### src/rtl/rtc_set_ctrl_if.sv
// ---------------------------------------------------------------------------
// rtc_set_ctrl_if
// Groups the button inputs, rtc readback and all programming outputs of
// rtc_set_ctrl into one bundle.
//   master : the user/rtc side (drives buttons and cur_*; observes outputs)
//   slave  : rtc_set_ctrl itself
// Signals:
//   btn_mode/btn_inc/btn_dec : debounced button levels
//   cur_hour[4:0]/cur_min[5:0] : current rtc time, used to seed time edits
//   set_hr[4:0]/set_min[5:0]/time_load : time write to the rtc
//   alarm_hr[5:0]/alarm_min[5:0]/alarm_en : committed alarm settings
//   edit_mode[2:0]/blink : display hints
// ---------------------------------------------------------------------------
interface rtc_set_ctrl_if;
  logic       btn_mode;
  logic       btn_inc;
  logic       btn_dec;
  logic [4:0] cur_hour;
  logic [5:0] cur_min;
  logic [4:0] set_hr;
  logic [5:0] set_min;
  logic       time_load;
  logic [5:0] alarm_hr;
  logic [5:0] alarm_min;
  logic       alarm_en;
  logic [2:0] edit_mode;
  logic       blink;

  modport master (
    output btn_mode, btn_inc, btn_dec, cur_hour, cur_min,
    input  set_hr, set_min, time_load, alarm_hr, alarm_min, alarm_en,
           edit_mode, blink
  );

  modport slave (
    input  btn_mode, btn_inc, btn_dec, cur_hour, cur_min,
    output set_hr, set_min, time_load, alarm_hr, alarm_min, alarm_en,
           edit_mode, blink
  );
endinterface

### src/rtl/rtc_set_ctrl.sv
// ---------------------------------------------------------------------------
// rtc_set_ctrl
// Button-driven programming front end for the rtc. A mode button walks
// RUN -> T_HR -> T_MIN -> A_HR -> A_MIN -> A_EN -> RUN; inc/dec step the
// field being edited. Leaving T_MIN writes the edited time to the rtc with a
// one-cycle time_load pulse; leaving A_EN commits the alarm settings.
// Inactivity for TIMEOUT_CYC cycles in an edit state abandons the edit.
//
// Ports:
//   clk  : system clock
//   rst  : asynchronous reset, active low
//   bus  : rtc_set_ctrl_if.slave (buttons, rtc readback, outputs)
//
// Optional feature: define AUTOREP_EN to get auto-repeat of held inc/dec
// (first step on the press, then every REP_RATE cycles once REP_DELAY
// further cycles have passed). Without it only button edges step a field.
// ---------------------------------------------------------------------------
module rtc_set_ctrl #(
  parameter int TIMEOUT_CYC = 1000,
  parameter int BLINK_DIV   = 250,
  parameter int REP_DELAY   = 50,
  parameter int REP_RATE    = 10
) (
  input logic          clk,
  input logic          rst,
  rtc_set_ctrl_if.slave bus
);

  localparam int TMO_W = (TIMEOUT_CYC > 1) ? $clog2(TIMEOUT_CYC) : 1;
  localparam int BLK_W = (BLINK_DIV > 1) ? $clog2(BLINK_DIV) : 1;

  typedef enum logic [2:0] {
    RUN   = 3'd0,
    T_HR  = 3'd1,
    T_MIN = 3'd2,
    A_HR  = 3'd3,
    A_MIN = 3'd4,
    A_EN  = 3'd5
  } state_t;

  function automatic logic [4:0] hr_step(input logic [4:0] v,
                                         input logic up, input logic dn);
    logic [4:0] r;
    r = v;
    if (up)      r = (v == 5'd23) ? 5'd0 : v + 5'd1;
    else if (dn) r = (v == 5'd0) ? 5'd23 : v - 5'd1;
    return r;
  endfunction

  function automatic logic [5:0] min_step(input logic [5:0] v,
                                          input logic up, input logic dn);
    logic [5:0] r;
    r = v;
    if (up)      r = (v == 6'd59) ? 6'd0 : v + 6'd1;
    else if (dn) r = (v == 6'd0) ? 6'd59 : v - 6'd1;
    return r;
  endfunction

  state_t           state_q;
  logic             armed_q;
  logic             mode_prev_q, inc_prev_q, dec_prev_q;
  logic [TMO_W-1:0] tmo_q;
  logic [BLK_W-1:0] blink_cnt_q;
  logic             blink_q;
  logic [4:0]       edit_hr_q,  edit_hr_d;
  logic [5:0]       edit_min_q, edit_min_d;
  logic [4:0]       alm_hr_q,   alm_hr_d;
  logic [5:0]       alm_min_q,  alm_min_d;
  logic             alm_en_q,   alm_en_d;
  logic [4:0]       set_hr_q;
  logic [5:0]       set_min_q;
  logic             time_load_q;
  logic [5:0]       alarm_hr_q, alarm_min_q;
  logic             alarm_en_q;

  // armed_q masks the first cycle after reset so a button already held
  // when reset releases is not mistaken for a fresh press.
  logic mode_p, inc_edge, dec_edge;
  assign mode_p   = armed_q & bus.btn_mode & ~mode_prev_q;
  assign inc_edge = armed_q & bus.btn_inc  & ~inc_prev_q;
  assign dec_edge = armed_q & bus.btn_dec  & ~dec_prev_q;

  logic inc_step, dec_step;

`ifdef AUTOREP_EN
  localparam int REP_W = $clog2(REP_DELAY + REP_RATE + 1);

  logic             inc_alone, dec_alone, rep_hit;
  logic [REP_W-1:0] rep_q;
  logic             rep_run_q;

  assign inc_alone = bus.btn_inc & ~bus.btn_dec;
  assign dec_alone = bus.btn_dec & ~bus.btn_inc;

  // rep_q counts cycles since the last step; the first repeat waits
  // REP_DELAY+REP_RATE after the edge, later ones REP_RATE.
  assign rep_hit = armed_q & (inc_alone | dec_alone) & ~(inc_edge | dec_edge) &
                   (rep_q == (rep_run_q ? REP_W'(REP_RATE)
                                        : REP_W'(REP_DELAY + REP_RATE)));

  always_ff @(posedge clk or negedge rst) begin
    if (!rst) begin
      rep_q     <= '0;
      rep_run_q <= 1'b0;
    end else if (!(inc_alone || dec_alone)) begin
      rep_q     <= '0;
      rep_run_q <= 1'b0;
    end else if (inc_edge || dec_edge) begin
      rep_q     <= REP_W'(1);
      rep_run_q <= 1'b0;
    end else if (rep_hit) begin
      rep_q     <= REP_W'(1);
      rep_run_q <= 1'b1;
    end else begin
      rep_q     <= rep_q + REP_W'(1);
    end
  end

  assign inc_step = (inc_edge & ~dec_edge) | (rep_hit & inc_alone);
  assign dec_step = (dec_edge & ~inc_edge) | (rep_hit & dec_alone);
`else
  assign inc_step = inc_edge & ~dec_edge;
  assign dec_step = dec_edge & ~inc_edge;
`endif

  // Any edge, even an ignored inc+dec pair, counts as user activity.
  logic any_press;
  assign any_press = mode_p | inc_edge | dec_edge | inc_step | dec_step;

  logic to_run;

  always_comb begin
    edit_hr_d  = edit_hr_q;
    edit_min_d = edit_min_q;
    alm_hr_d   = alm_hr_q;
    alm_min_d  = alm_min_q;
    alm_en_d   = alm_en_q;
    to_run     = 1'b0;
    case (state_q)
      T_HR:  edit_hr_d  = hr_step(edit_hr_q, inc_step, dec_step);
      T_MIN: edit_min_d = min_step(edit_min_q, inc_step, dec_step);
      A_HR:  alm_hr_d   = hr_step(alm_hr_q, inc_step, dec_step);
      A_MIN: alm_min_d  = min_step(alm_min_q, inc_step, dec_step);
      A_EN:  if (inc_step || dec_step) alm_en_d = ~alm_en_q;
      default: ;
    endcase
    if (state_q != RUN) begin
      if (mode_p)
        to_run = (state_q == A_EN);
      else if (!any_press && tmo_q == TMO_W'(TIMEOUT_CYC - 1))
        to_run = 1'b1;
    end
  end

  always_ff @(posedge clk or negedge rst) begin
    if (!rst) begin
      state_q     <= RUN;
      armed_q     <= 1'b0;
      mode_prev_q <= 1'b0;
      inc_prev_q  <= 1'b0;
      dec_prev_q  <= 1'b0;
      tmo_q       <= '0;
      blink_cnt_q <= '0;
      blink_q     <= 1'b0;
      edit_hr_q   <= '0;
      edit_min_q  <= '0;
      alm_hr_q    <= '0;
      alm_min_q   <= '0;
      alm_en_q    <= 1'b0;
      set_hr_q    <= '0;
      set_min_q   <= '0;
      time_load_q <= 1'b0;
      alarm_hr_q  <= '0;
      alarm_min_q <= '0;
      alarm_en_q  <= 1'b0;
    end else begin
      armed_q     <= 1'b1;
      mode_prev_q <= bus.btn_mode;
      inc_prev_q  <= bus.btn_inc;
      dec_prev_q  <= bus.btn_dec;
      time_load_q <= 1'b0;

      if (state_q == RUN) begin
        tmo_q       <= '0;
        blink_cnt_q <= '0;
        blink_q     <= 1'b0;
        if (mode_p) begin
          state_q    <= T_HR;
          edit_hr_q  <= bus.cur_hour;
          edit_min_q <= bus.cur_min;
        end
      end else begin
        // Timeout counter: cleared by activity and on leaving edit.
        if (any_press || to_run) tmo_q <= '0;
        else                     tmo_q <= tmo_q + TMO_W'(1);

        if (to_run || blink_cnt_q == BLK_W'(BLINK_DIV - 1)) begin
          blink_cnt_q <= '0;
          blink_q     <= to_run ? 1'b0 : ~blink_q;
        end else begin
          blink_cnt_q <= blink_cnt_q + BLK_W'(1);
        end

        if (mode_p) begin
          case (state_q)
            T_HR:  state_q <= T_MIN;
            T_MIN: begin
              state_q     <= A_HR;
              set_hr_q    <= edit_hr_q;
              set_min_q   <= edit_min_q;
              time_load_q <= 1'b1;
              alm_hr_q    <= alarm_hr_q[4:0];
              alm_min_q   <= alarm_min_q;
              alm_en_q    <= alarm_en_q;
            end
            A_HR:  state_q <= A_MIN;
            A_MIN: state_q <= A_EN;
            A_EN: begin
              state_q     <= RUN;
              alarm_hr_q  <= {1'b0, alm_hr_q};
              alarm_min_q <= alm_min_q;
              alarm_en_q  <= alm_en_q;
            end
            default: state_q <= RUN;
          endcase
        end else if (to_run) begin
          state_q <= RUN;
        end else begin
          edit_hr_q  <= edit_hr_d;
          edit_min_q <= edit_min_d;
          alm_hr_q   <= alm_hr_d;
          alm_min_q  <= alm_min_d;
          alm_en_q   <= alm_en_d;
        end
      end
    end
  end

  assign bus.set_hr    = set_hr_q;
  assign bus.set_min   = set_min_q;
  assign bus.time_load = time_load_q;
  assign bus.alarm_hr  = alarm_hr_q;
  assign bus.alarm_min = alarm_min_q;
  assign bus.alarm_en  = alarm_en_q;
  assign bus.edit_mode = state_q;
  assign bus.blink     = blink_q;

endmodule

### src/flat_wrapper.sv
// flat-port wrapper written by rule: the top's interface ports become plain ports
module rtc_set_ctrl_flat 
#(
  parameter int TIMEOUT_CYC = 1000,
  parameter int BLINK_DIV   = 250,
  parameter int REP_DELAY   = 50,
  parameter int REP_RATE    = 10
)
  (clk, rst, bus_btn_mode, bus_btn_inc, bus_btn_dec, bus_cur_hour, bus_cur_min, bus_set_hr, bus_set_min, bus_time_load, bus_alarm_hr, bus_alarm_min, bus_alarm_en, bus_edit_mode, bus_blink);
  rtc_set_ctrl_if bus_i ();
  input logic clk;
  input logic rst;
  input wire logic [$bits(bus_i.btn_mode)-1:0] bus_btn_mode;
  input wire logic [$bits(bus_i.btn_inc)-1:0] bus_btn_inc;
  input wire logic [$bits(bus_i.btn_dec)-1:0] bus_btn_dec;
  input wire logic [$bits(bus_i.cur_hour)-1:0] bus_cur_hour;
  input wire logic [$bits(bus_i.cur_min)-1:0] bus_cur_min;
  output wire logic [$bits(bus_i.set_hr)-1:0] bus_set_hr;
  output wire logic [$bits(bus_i.set_min)-1:0] bus_set_min;
  output wire logic [$bits(bus_i.time_load)-1:0] bus_time_load;
  output wire logic [$bits(bus_i.alarm_hr)-1:0] bus_alarm_hr;
  output wire logic [$bits(bus_i.alarm_min)-1:0] bus_alarm_min;
  output wire logic [$bits(bus_i.alarm_en)-1:0] bus_alarm_en;
  output wire logic [$bits(bus_i.edit_mode)-1:0] bus_edit_mode;
  output wire logic [$bits(bus_i.blink)-1:0] bus_blink;
  assign bus_i.btn_mode = bus_btn_mode;
  assign bus_i.btn_inc = bus_btn_inc;
  assign bus_i.btn_dec = bus_btn_dec;
  assign bus_i.cur_hour = bus_cur_hour;
  assign bus_i.cur_min = bus_cur_min;
  assign bus_set_hr = bus_i.set_hr;
  assign bus_set_min = bus_i.set_min;
  assign bus_time_load = bus_i.time_load;
  assign bus_alarm_hr = bus_i.alarm_hr;
  assign bus_alarm_min = bus_i.alarm_min;
  assign bus_alarm_en = bus_i.alarm_en;
  assign bus_edit_mode = bus_i.edit_mode;
  assign bus_blink = bus_i.blink;
  rtc_set_ctrl #(.TIMEOUT_CYC(TIMEOUT_CYC), .BLINK_DIV(BLINK_DIV), .REP_DELAY(REP_DELAY), .REP_RATE(REP_RATE)) u_core (.clk(clk), .rst(rst), .bus(bus_i));
endmodule
### config.mk
export PLATFORM = sky130hd
export DESIGN_NAME = rtc_set_ctrl_flat
export DESIGN_NICKNAME = d
export VERILOG_FILES = /design/src/rtl/rtc_set_ctrl_if.sv /design/src/rtl/rtc_set_ctrl.sv /design/src/flat_wrapper.sv
export SDC_FILE = /design/constraint.sdc
export NUM_CORES = 1
export LEC_CHECK = 0
export CAP_MARGIN = 20
export CORE_MARGIN = 2
export CORE_UTILIZATION = 52
export CTS_CLUSTER_SIZE = 10
export DETAILED_ROUTE_END_ITERATION = 6
export PLACE_DENSITY = 0.76
export SETUP_SLACK_MARGIN = 0.15
export SYNTH_ARGS = -nofsm -noshare
export SYNTH_HDL_FRONTEND = slang
export SYNTH_SLANG_ARGS = --single-unit
### constraint.sdc
create_clock -name clk -period 2 [get_ports clk]
set_input_delay 0.4 -clock clk [delete_from_list [all_inputs] [get_ports clk]]
set_output_delay 0.4 -clock clk [all_outputs]
set_load 0.02 [all_outputs]
; ---- Word level (Yosys, flattened, before mapping)
; Index checks and enable logic that the tools add are counted.
[totals]
reg_bits = 73
in_bits = 16
output_inout_bits = 29
elab_cells = 151
[classes]
n_mux = 57
eq_ne = 16
n_addsub = 10
bitwise_logic = 20
n_reduce_logical = 29
[ops]
columns = operator, n
row1 = 6-bit 2-to-1 mux, 17
row2 = 5-bit 2-to-1 mux, 17
row3 = 5-bit AND reduction, 5
row4 = 10-bit 2-to-1 mux, 2
row5 = 8-bit 2-to-1 mux, 2
row6 = 2-bit nonzero test, 8
row7 = 1-bit 2-to-1 mux, 14
row8 = 6-bit by 1-bit adder with 6-bit output (second input constant), 2
row9 = 6-bit == test (second input constant), 2
row10 = 6-bit logical NOT, 2
row11 = 3-bit 2-to-1 mux, 4
row12 = 3-bit case mux with 4 select lines, 1
row13 = 6-bit by 1-bit subtractor with 6-bit output (second input constant), 2
row14 = 10-bit by 1-bit adder with 10-bit output (second input constant), 1
row15 = 5-bit by 1-bit adder with 5-bit output (second input constant), 2
row16 = 10-bit == test (second input constant), 1
row17 = 5-bit == test (second input constant), 2
row18 = 5-bit logical NOT, 2
row19 = 5-bit by 1-bit subtractor with 5-bit output (second input constant), 2
row20 = 3-bit nonzero test, 3
row21 = 8-bit by 1-bit adder with 8-bit output (second input constant), 1
row22 = 1-bit bitwise AND, 8
row23 = 8-bit == test (second input constant), 1
row24 = 1-bit inverter, 8
row25 = 12 further kinds, 23

; ---- Depth between registers and ports, before layout
; Gate-level depths: netlist of run 1.
[depth]
ltp_word = 14
ltp_mapped = 11
ltp_nobuf = 9

; ---- Worst setup path before layout of run 1
; OpenSTA, ideal clock, no wires.
[synth_path]
path_kind = in2reg
start = input bus_btn_inc
end = register u_core.alm_hr_q[3]
t_required_ps = 1875
path_slack_ps = -55
stages = 9
arrival_time_ps = 1930
setup_time_ps = 125
path_buffers = 1
path_cell_list = nor2b_1 > nand2_1 > inv_1 > ha_1 > buf_4 > o311ai_0 > nand2_1 > o32a_1 > mux2_2
[synth_via]
elab_chain_cells = 13
word_cells_on_any_way = 21
classes_between = eq/ne (1) / mux (7) / bitwise (9) / reduce/logical (4)
[synth_lines]
columns = element, line
row1 = start: declaration, flat_wrapper.sv:14  ; input wire logic [$bits(bus_i.btn_inc)-1:0] bus_btn_inc;
row2 = 1-bit bitwise AND * (2 in series), rtc_set_ctrl.sv:80  ; assign inc_edge = armed_q & bus.btn_inc & ~inc_prev_q;
row3 = 1-bit OR (4 in series), rtc_set_ctrl.sv:128  ; assign any_press = mode_p | inc_edge | dec_edge | inc_step | dec_step;
row4 = 1-bit logical NOT, rtc_set_ctrl.sv:150  ; else if (!any_press && tmo_q == TMO_W'(TIMEOUT_CYC - 1))
row5 = 1-bit logical AND, rtc_set_ctrl.sv:150
row6 = 1-bit 2-to-1 mux, rtc_set_ctrl.sv:150
row7 = 1-bit 2-to-1 mux, rtc_set_ctrl.sv:148  ; if (mode_p)
row8 = 1-bit 2-to-1 mux, rtc_set_ctrl.sv:147  ; if (state_q != RUN) begin
row9 = 2-bit by 1-bit inequality test with 1-bit output (no source line), n/a
row10 = 5-bit AND reduction (no source line), n/a
row11 = end signal: assignment, rtc_set_ctrl.sv:212  ; alm_hr_q <= alarm_hr_q[4:0];
row12 = end signal: assignment, rtc_set_ctrl.sv:231  ; alm_hr_q <= alm_hr_d;
row13 = end: declaration, rtc_set_ctrl.sv:67  ; logic [4:0] alm_hr_q, alm_hr_d;
; Mark *: on every way between the ends. The rest lies on a longest branch, timed or not. The select of a mux whose other input is x is not followed.
; A chain may end at the register's enable or synchronous reset.

; ---- Worst setup path after layout of run 1
[layout_path]
start = register u_core.inc_prev_q
end = register u_core.alm_hr_q[3]
[layout_via]
elab_chain_cells = 13
word_cells_on_any_way = 21
classes_between = eq/ne (1) / mux (7) / bitwise (9) / reduce/logical (4)
[layout_lines]
columns = element, line
row1 = start: declaration, rtc_set_ctrl.sv:61  ; logic mode_prev_q, inc_prev_q, dec_prev_q;
row2 = start signal: assignment, rtc_set_ctrl.sv:179  ; inc_prev_q <= bus.btn_inc;
row3 = 1-bit inverter *, rtc_set_ctrl.sv:80
row4 = 1-bit bitwise AND *, rtc_set_ctrl.sv:80
row5 = 1-bit OR (4 in series), rtc_set_ctrl.sv:128
row6 = 1-bit logical NOT, rtc_set_ctrl.sv:150
row7 = 1-bit logical AND, rtc_set_ctrl.sv:150
row8 = 1-bit 2-to-1 mux, rtc_set_ctrl.sv:150
row9 = 1-bit 2-to-1 mux, rtc_set_ctrl.sv:148
row10 = 1-bit 2-to-1 mux, rtc_set_ctrl.sv:147
row11 = 2-bit by 1-bit inequality test with 1-bit output (no source line), n/a
row12 = 5-bit AND reduction (no source line), n/a
; Marked as above.

==> impl_metrics.yaml, run 1 <==
placement:
  dp.cells: 630
  place_hpwl_um: 6819
  gp_congestion: 0.8749
  numPortBuffers: 43
  placed_cell_area_um2: 5149
clock_network:
  cts.htree.levels: 3
  clk_latency_ns: 0.36
  clock-sinks: 73
  cts_tree: "yes"
  cts_buffers: 9
  cts_buffer_depth: 2
  clk_pin_slew_ns: 0.08
  holdBufCountCts: 0
  root_buffer: "clkbuf_8"
final_layout:
  area_delta_synth_final_pct: 39.20
  diodes: 0
  final_net_count: 590
  nFillCells: 538
  drive_above_1_share_pct: 32.21
  stdcell_count: 667
  final_util_pct: 74.40
  fin_area_um2: 6082
sta:
  setup_viol: 1
  tightest_slew_ns: 0.4990
  rsz0062_at_grt: "yes"
  setup_ws_ns: -0.01291
  slew_viol_final: 0
  final_hold_viol_count: 0
  max_freq_mhz: 496.8
  finClkSkew_ns: 0.006543
  finalCriticalPeriod_ns: 2.013
  final.period_utilization_pct: 100.6
  relSlewSlack_pct: 66.47
die:
  die_h_um: 95.67
  start_util_pct: 53.44
  die-area_um2: 9152
  io_pins: 45
  placement_rows: 33
  fp.dieW_um: 95.67
  coreArea_um2: 8175
power:
  finalPower_mw: 8.406
  switching_power_mw: 3.688
  share_comb_of_total_power_pct: 52.5
  seqPwrFrac_pct: 32.6
  p_leak_nw: 2.619
  switching_share_pct: 43.87
  p_clk_share_pct: 14.9
  p_per_area_nw_per_um2: 1382
  power.internal_mw: 4.718
  ir_drop_mv: 0.7237
yosys:
  synth.area.mux_share_pct: 7.388
  synth_seq_cells: 73
  yosys_warnings: 0
  avgSynthCellArea_um2: 9.257
  synth_top_area_share_pct: 41.81
  synthArstFlopShare_pct: 100.0
  post-synth-top-count-cell: "dfrtp_1"
  synth_xor_area_share_pct: 4.210
  synth_area_leaders: "dfrtp_1 (42%), nand2_1 (4.9%), ha_1 (4.9%), mux2_2 (4.6%), nor2_1 (3.8%)"
  syn_nets: 505
  synth.distinct_cells: 66
  synth_ff_type: "dfrtp_1"
  synth_top_family_by_area: "simple AND/OR/NAND/NOR gates"
  yosys.area_share.simple_pct: 20.02
  syn_inst: 472
  synth_compound_area_share_pct: 16.32
  synth_area_leader_cell: "dfrtp_1"
  ys_seq_area_share_pct: 41.81
  synth_common_cells: "dfrtp_1 (73), nand2_1 (57), nor2_1 (44)"
  netlist_area_um2: 4369
  synth_edf_count: 0
  synth_fa_ha_area_share_pct: 4.868
global_route:
  overflow: 0
  antenna_found_initial: 0
  grt_pass1_wl_um: 17280
  grt_pass1_vias: 3828
  track_usage_pct: 24.00
  grt_max_degree: 74
setup_path:
  r2r-start: "u_core.inc_prev_q"
  slowest_delay_ns: 0.40
  crit_required_ns: 2.24
  endpoint: "u_core.alm_hr_q[3]"
  crit_family: "simple AND/OR/NAND/NOR gates"
  critPathArrivalTime_ns: 2.25
  regToRegSetupSlack_ns: -0.01
  critPathLaunchType: "flip-flop"
  cp_num_buf_inv: 2
  slowest_stage: "dfrtp_1"
  critPathMaxFanout: 6
  crit_chain: "nor2b_4, nand2_2, inv_2, ha_4, buf_6, nand4_1, o311ai_2, nand2_1, o32a_1, mux2_2"
  cp.depth: 10
  endpoint_kind: "flip-flop"
  crit_type: "flip-flop to flip-flop"
  startpoint: "u_core.inc_prev_q"
  reg2reg_depth: 10
  rr_endpoint: "u_core.alm_hr_q[3]"
route:
  dr.pass1.iters: 6
  wire_per_inst_um: 17.71
  routed_wl_um: 11810
  vias: 4015
  final_antenna_net_count: 0
  drt_iter0_drc: 271
  post-route-drc-count: 0
  via_per_inst: 6.019
worst_hold_path:
  min_path_type: "primary input to asynchronous set/reset pin"
job:
  cap_violations: 0
outcome:
  violations: "setup timing"
  status: "finished with violations"
==> flip-flops by register name (all words and copies together), names as in the netlist, 3 cells and up <==
register and flops:
u_core.bus.edit_mode 3, u_core.edit_min_q 6, u_core.bus.alarm_min 6, u_core.bus.alarm_hr 5, u_core.tmo_q 10, u_core.blink_cnt_q 8
u_core.alm_min_q 6, u_core.bus.set_min 6, u_core.bus.set_hr 5, u_core.alm_hr_q 5, u_core.edit_hr_q 5
==> power by group through the flow <==
stage	Sequential (mW)	Clock (mW)	Combinational, mW
after detailed placement	2.67	0	3.39
after floorplan	2.59	0	2.29
final	2.74	1.25	4.41
after CTS	2.65	1.26	3.62
after global placement	2.64	0	3.31
after global routing	2.82	1.33	4.76
==> layout by cell type, fill, tap and decap left out, types with 10 or more instances in the layout <==
cell / synthesis / routed
dfrtp_1: 73 / 71
nand2_1: 57 / 50
clkdlybuf4s50_1: 0 / 37
buf_4: 4 / 33
nor2_1: 44 / 27
o21ai_0: 31 / 21
buf_6: 1 / 20
inv_1: 20 / 17
nand3_1: 17 / 17
mux2_2: 18 / 14
a21oi_1: 18 / 12
ha_1: 17 / 12
nor2_4: 0 / 11
xnor2_1: 11 / 11
o21ai_1: 1 / 10
mux2i_1: 12 / 10
==> final cells by class <==
| cell class | instances | area, um^2 | area share [%] |
|---|---|---|---|
| flip-flops and latches | 73 | 1829 | 30.08 |
| repair buffers | 102 | 1017 | 16.73 |
| clock inverters | 3 | 65.06 | 1.070 |
| clock buffers | 13 | 138.9 | 2.283 |
| multi-input cells | 349 | 2810 | 46.20 |
| inverters | 22 | 90.09 | 1.481 |
| well taps | 105 | 131.4 | 2.160 |
==> kinds of logic (layout without fill, tap and decap cells) <==
group / count (synthesis) / count (layout)
other cells: 2 / 2
mux: 30 / 30
fa+ha+maj: 17 / 17
xor+xnor: 21 / 21
simple gates: 171 / 172
buf+inv: 51 / 140
compound gates: 107 / 107
flops: 73 / 73
==> routing by layer <==
layer / GRT usage, % / up-vias / routed length, um
met5: 0 / - / 0
met4: 10.24 / 0 / 338
met3: 4.427 / 37 / 705
met2: 40.44 / 172 / 6032
met1: 30.15 / 1970 / 4733
li1: - / 1836 / -
==> timing repair <==
item                                    CTS  global route
endpoints found under the setup margin   47            55
gates resized for setup                  43            91
gates cloned                              1             3
pin swaps                                17            35
setup buffers                             9             9
==> worst min-delay path by stage <==
stage	from	to	slack, ns
floorplan	rst	u_core.alm_en_q	0.10
global placement	rst	u_core.bus.set_hr[1]	0.46
detailed placement	rst	u_core.edit_hr_q[1]	0.46
CTS	rst	u_core.bus.set_hr[1]	0.08
global route	rst	u_core.bus.set_hr[1]	0.08
finish	rst	u_core.edit_hr_q[1]	0.06
==> per-stage QoR <==
step	setup slack (ns)	TNS, ns	hold WS, ns
6_report	-0.01291	-0.01291	0.06353
5_1_grt	-0.1145	-0.6959	0.07780
4_1_cts	0.01474	0	0.08020
3_5_place_dp	-0.4821	-16.61	0.4636
3_3_place_gp	-0.4377	-15.07	0.4575
2_1_floorplan	0.1175	0	0.1044
Note: power is estimated with default switching activity, not from simulation.
==> inputs of run 2 (changes only) <==
--- a/config.mk
+++ b/config.mk
@@ -7,10 +7,10 @@
 export LEC_CHECK = 0
 export CAP_MARGIN = 20
 export CORE_MARGIN = 2
-export CORE_UTILIZATION = 52
+export CORE_UTILIZATION = 55
 export CTS_CLUSTER_SIZE = 10
 export DETAILED_ROUTE_END_ITERATION = 6
-export PLACE_DENSITY = 0.76
+export PLACE_DENSITY = 0.77
 export SETUP_SLACK_MARGIN = 0.15
 export SYNTH_ARGS = -nofsm -noshare
 export SYNTH_HDL_FRONTEND = slang
==> constraint.sdc (replaced) <==
create_clock -name clk -period 2.26 [get_ports clk]
set_input_delay 0.452 -clock clk [delete_from_list [all_inputs] [get_ports clk]]
set_output_delay 0.452 -clock clk [all_outputs]
set_load 0.02 [all_outputs]
==> run 2 against run 1 <==
  * The run now ends clean
  * Count of clock-buffer cells in the layout rose by 1
  * Critical path depth fell by 2
  * Design area fell by 11%
  * Critical endpoint unchanged
  * Wire length fell by 18%
  * Maximum frequency fell by 1.3%
  * Combinational power fell by 30%
  * Register-to-register slack improved by 0.23 ns
==> impl_metrics.yaml, run 2 (synthesis gave the netlist of run 1 again) <==
final_layout:
  area_delta_synth_final_pct: 24.06
  final_util_pct: 70.14
  final_net_count: 575
  stdcell_count: 649
  final_common_cell: "dfrtp_1"
  reg_top3: "u_core.tmo_q x10, u_core.blink_cnt_q x8"
  drive_above_1_share_pct: 18.65
  largest_reg_flops: 10
  fin_area_um2: 5420
  regMostFlops: "u_core.tmo_q"
  final_cell_mix: "dfrtp_1 (72), nand2_1 (56), nor2_1 (44)"
  diodes: 0
setup_path:
  crit_required_ns: 2.49
  startpoint: "u_core.dec_prev_q"
  critPathArrivalTime_ns: 2.27
  critPathLaunchType: "flip-flop"
  r2r-start: "u_core.dec_prev_q"
  critPathMaxFanout: 12
  endpoint_kind: "flip-flop"
  crit_type: "flip-flop to flip-flop"
power:
  seqPwrFrac_pct: 35.9
  p_per_area_nw_per_um2: 1195
  switching_power_mw: 2.688
  share_comb_of_total_power_pct: 47.5
  ir_drop_mv: 0.7276
  p_clk_share_pct: 16.6
  p_leak_nw: 2.435
  power.internal_mw: 3.788
  switching_share_pct: 41.51
  finalPower_mw: 6.476
global_route:
  grt_pass1_wl_um: 16390
  antenna_found_initial: 0
  grt_pass1_vias: 3574
  overflow: 0
  track_usage_pct: 23.68
  grt_max_degree: 46
die:
  coreArea_um2: 7727
  fp.dieW_um: 93.13
  placement_rows: 32
  die_h_um: 93.13
  start_util_pct: 56.54
  io_pins: 45
  die-area_um2: 8673
route:
  met1_length_um: 4363
  final_antenna_net_count: 0
  vias: 3756
  via_per_inst: 5.787
  dr.max_layer_used: "met4"
  routed_wl_um: 9647
  post-route-drc-count: 0
  drt_iter0_drc: 237
  met2WireLength_um: 4614
  dr.pass1.iters: 5
  wire_per_inst_um: 14.86
  met3_length_um: 513
placement:
  gp_congestion: 0.9093
  placed_cell_area_um2: 5115
  dp.cells: 628
  place_hpwl_um: 6753
  numPortBuffers: 43
clock_network:
  cts_buffer_depth: 2
  root_buffer: "clkbuf_8"
  cts.htree.levels: 3
  cts_tree: "yes"
  holdBufCountCts: 0
  cts_buffers: 9
  clock-sinks: 73
  clk_latency_ns: 0.35
  clk_pin_slew_ns: 0.08
sta:
  rsz0062_at_grt: "yes"
  final_hold_viol_count: 0
  tightest_slew_ns: 0.5746
  max_freq_mhz: 490.6
  finClkSkew_ns: 0.007555
  finalCriticalPeriod_ns: 2.039
  final.period_utilization_pct: 90.20
  relSlewSlack_pct: 61.70
  timing.hold.ws_ns: 0.1017
  setup_viol: 0
  slew_viol_final: 0
outcome:
  status: "complete, no violations"
worst_hold_path:
  min_path_type: "primary input to asynchronous set/reset pin"
job:
  cap_violations: 0
## run 2: changes by cell type in the layout (fill, tap and decap cells not counted), moves of 9 or more
| cell | delta |
|---|---|
| buf_4 | +9 |
| buf_6 | -20 |
| nor2_1 | +17 |
| nor2_4 | -11 |
| o21ai_0 | +10 |
| o21ai_1 | -9 |
## run 2: per-layer routing
| layer | vias up | track usage (%) |
|---|---|---|
| met5 | - | 0 |
| met4 | 0 | 9.436 |
| met3 | 16 | 5.238 |
| met2 | 129 | 37.98 |
| met1 | 1798 | 31.35 |
| li1 | 1813 | - |
## run 2: critical path, stage by stage, from the launching register on
cell	delay, ns
dfrtp_1	0.36
nand3b_1	0.17
buf_4	0.16
ha_4	0.17
buf_12	0.15
o311ai_4	0.26
nand2_1	0.08
o32a_1	0.30
mux2_2	0.27
## run 2: power groups by stage
| stage | combinational, mW | sequential [mW] | clock (mW) |
|---|---|---|---|
| floorplan | 1.97 | 2.28 | 0 |
| global placement | 2.91 | 2.30 | 0 |
| detailed placement | 3.00 | 2.32 | 0 |
| CTS | 3.03 | 2.30 | 1.10 |
| global route | 3.40 | 2.41 | 1.16 |
| finish | 3.07 | 2.32 | 1.08 |
## run 2: area by class of cell
class | instances | area, um^2
multi-input combinational | 348 | 2376
fill | 570 | 2307
sequential | 73 | 1828
timing repair buffer | 88 | 798.3
clock buffer | 14 | 172.7
tap | 102 | 127.6
inverter | 22 | 82.58
clock inverter | 2 | 35.03
## run 2: final timing paths
check / to / slack [ns] / cells after the start
setup / recovery: u_core.alm_hr_q[3] / 0.22 / 8
hold / removal: u_core.blink_cnt_q[4] / 0.10 / 2
setup reg to reg: u_core.alm_hr_q[3] / 0.22 / 8
hold reg to reg: u_core.bus.set_min[2] / 0.48 / 2
max in group asynchronous: u_core.alm_hr_q[3] / 1.67 / 2
min in group clk: u_core.inc_prev_q / 0.37 / 1
## run 2: through the flow
step,setup slack (ns),setup TNS [ns]
finish,0.2215,0
global route,0.1270,0
CTS,0.2095,0
detailed placement,-0.4488,-11.26
global placement,-0.3569,-9.575
floorplan,0.1530,0
## run 2: what timing repair did
item / 4_1_cts / 5_1_grt
endpoints found under the setup margin: 30 / 22
setup buffers: 0 / 5
gates resized for setup: 11 / 4
pin swaps: 6 / 4
endpoints found under the hold margin: 0 / 0
==> inputs of run 3 (changes only) <==
--- a/config.mk
+++ b/config.mk
@@ -11,7 +11,7 @@
 export CTS_CLUSTER_SIZE = 10
 export DETAILED_ROUTE_END_ITERATION = 6
 export PLACE_DENSITY = 0.77
-export SETUP_SLACK_MARGIN = 0.15
+export SETUP_SLACK_MARGIN = 0.5
 export SYNTH_ARGS = -nofsm -noshare
 export SYNTH_HDL_FRONTEND = slang
 export SYNTH_SLANG_ARGS = --single-unit
==> run 3 against run 2 <==
  * Non-clock buffer count grew 16
  * Register-to-register slack better by 0.03 ns
  * Flip-flop and latch count is the same
  * Setup slack better by 0.033 ns
  * Sequential share of layout area down 1.6 points
  * Wire length rose by 9.2%
  * Core utilization up 3.7 points
  * Largest cell class unchanged
  * First-iteration DRC count is 22% lower
  * Clock power down 15%
  * Design area is 5.2% higher
  * Clock skew barely moved
  * Worst hold slack worse by 0.0037 ns
==> impl_metrics.yaml, run 3 (synthesis gave the netlist of run 1 again) <==
clock_network:
  cts.htree.levels: 3
  clock-sinks: 73
  cts_buffers: 9
  cts_tree: "yes"
  clk_pin_slew_ns: 0.08
  cts_buffer_depth: 2
  clk_latency_ns: 0.35
  root_buffer: "clkbuf_8"
sta:
  rsz0062_at_grt: "yes"
  final_hold_viol_count: 0
  setup_viol: 0
  max_freq_mhz: 498.6
  timing.hold.ws_ns: 0.09801
  fin_tns_setup_ns: 0
  finClkSkew_ns: 0.007483
  setup_ws_ns: 0.2543
  slew_viol_final: 0
  finalCriticalPeriod_ns: 2.006
  final.period_utilization_pct: 88.75
final_layout:
  reg_top3: "u_core.tmo_q x10, u_core.blink_cnt_q x8"
  multi_input_area_um2: 2560
  nFillCells: 560
  drive_above_1_share_pct: 26.06
  fin_area_um2: 5704
  area_delta_synth_final_pct: 30.56
  regMostFlops: "u_core.tmo_q"
  final_util_pct: 73.82
  final_cell_mix: "dfrtp_1 (69), nand2_1 (55), buf_4 (50)"
  stdcell_count: 666
  seq_area_um2: 1832
  final_net_count: 592
  final_common_cell: "dfrtp_1"
  diodes: 0
  largest_reg_flops: 10
route:
  dr.pass1.iters: 5
  via_per_inst: 5.850
  wire_per_inst_um: 15.82
  drt_iter0_drc: 186
  vias: 3896
  routed_wl_um: 10530
  post-route-drc-count: 0
  final_antenna_net_count: 0
setup_path:
  slowest_delay_ns: 0.36
  critPathMaxFanout: 5
  endpoint_kind: "flip-flop"
  critPathArrivalTime_ns: 2.24
  critPathLaunchType: "flip-flop"
  slowest_stage: "dfrtp_1"
  crit_required_ns: 2.50
  crit_chain: "nand3b_1, ha_4, buf_4, buf_6, inv_1, a21boi_0, a221oi_1, a21oi_1, mux2_4"
  crit_type: "flip-flop to flip-flop"
global_route:
  grt_max_degree: 74
  track_usage_pct: 25.23
  overflow: 0
  antenna_found_initial: 0
  grt_pass1_vias: 3791
  grt_pass1_wl_um: 17350
power:
  p_leak_nw: 2.724
  p_per_area_nw_per_um2: 1165
  ir_drop_mv: 0.6411
  finalPower_mw: 6.647
placement:
  placed_cell_area_um2: 5115
  post-place-ws_ns: -0.2571
  place_hpwl_um: 6729
  numPortBuffers: 43
  dp.cells: 617
  gp_congestion: 0.8774
die:
  die-area_um2: 8673
  coreArea_um2: 7727
  io_pins: 45
  die_h_um: 93.13
  placement_rows: 32
  fp.dieW_um: 93.13
  start_util_pct: 56.54
job:
  cap_violations: 0
outcome:
  status: "complete, no violations"
worst_hold_path:
  min_path_type: "primary input to asynchronous set/reset pin"
run 3: cell count changes in the layout (fill, tap and decap cells not counted), moves of 5 or more:
| cell | delta |
|---|---|
| buf_4 | +8 |
| buf_6 | +7 |
| clkdlybuf4s50_1 | -29 |
| dlygate4sd2_1 | +24 |
| dlymetal6s2s_1 | +5 |
| mux2_2 | -5 |
| mux2_4 | +5 |
| o21ai_0 | -8 |
| o21ai_1 | +6 |
run 3: path summary, 6_finish.rpt:
kind | depth (start not counted) | slack, ns | end | startpoint
min reg2reg | 2 | 0.47 | u_core.bus.set_min[3] | u_core.bus.set_min[3]
max reg2reg | 9 | 0.25 | u_core.alm_min_q[2] | u_core.dec_prev_q
min | 2 | 0.1 | u_core.bus.set_min[4] | rst
min in group clk | 1 | 0.36 | u_core.inc_prev_q | bus_btn_inc
max | 9 | 0.25 | u_core.alm_min_q[2] | u_core.dec_prev_q
max in group asynchronous | 2 | 1.81 | u_core.armed_q | rst
run 3: layout make-up:
type,count,area share (%)
Clock buffer,11,2.479
Clock inverter,5,0.5484
Inverter,22,1.535
Multi-Input combinational cell,349,44.88
Sequential cell,73,32.11
Tap cell,102,2.237
Timing Repair Buffer,104,16.21
run 3: per-layer routing:
| layer | vias to the layer above | wire, um | track usage (%) |
|---|---|---|---|
| li1 | 1848 | - | - |
| met3 | 25 | 543 | 4.915 |
| met4 | 0 | 235 | 10.66 |
| met5 | - | 0 | 0 |
| met2 | 128 | 5311 | 42.87 |
| met1 | 1895 | 4443 | 31.46 |
run 3: worst max-delay path: cells and delay by family, from the launching register on:
kind	cells	cell delay, ns
AOI/OAI and AO/OA	3	0.48
buffers and inverters	3	0.32
and+or+nand+nor	1	0.22
muxes	1	0.27
adders and majority gates	1	0.23
DFF	1	0.36
run 3: power breakdown:
group / internal [mW] / total (mW) / switching [mW] / leakage (nW)
Combinational: 1.56 / 3.36 / 1.79 / 1.70
Sequential: 1.74 / 2.37 / 0.633 / 0.932
Clock: 0.425 / 0.922 / 0.497 / 0.0891
run 3: repair_timing:
action                                  4_1_cts  5_1_grt
hold buffers                                  0        0
cloned                                        1        0
gates resized for setup                      55       22
buffers inserted                             28        4
endpoints found under the setup margin       80       62
pin swaps                                    19       15
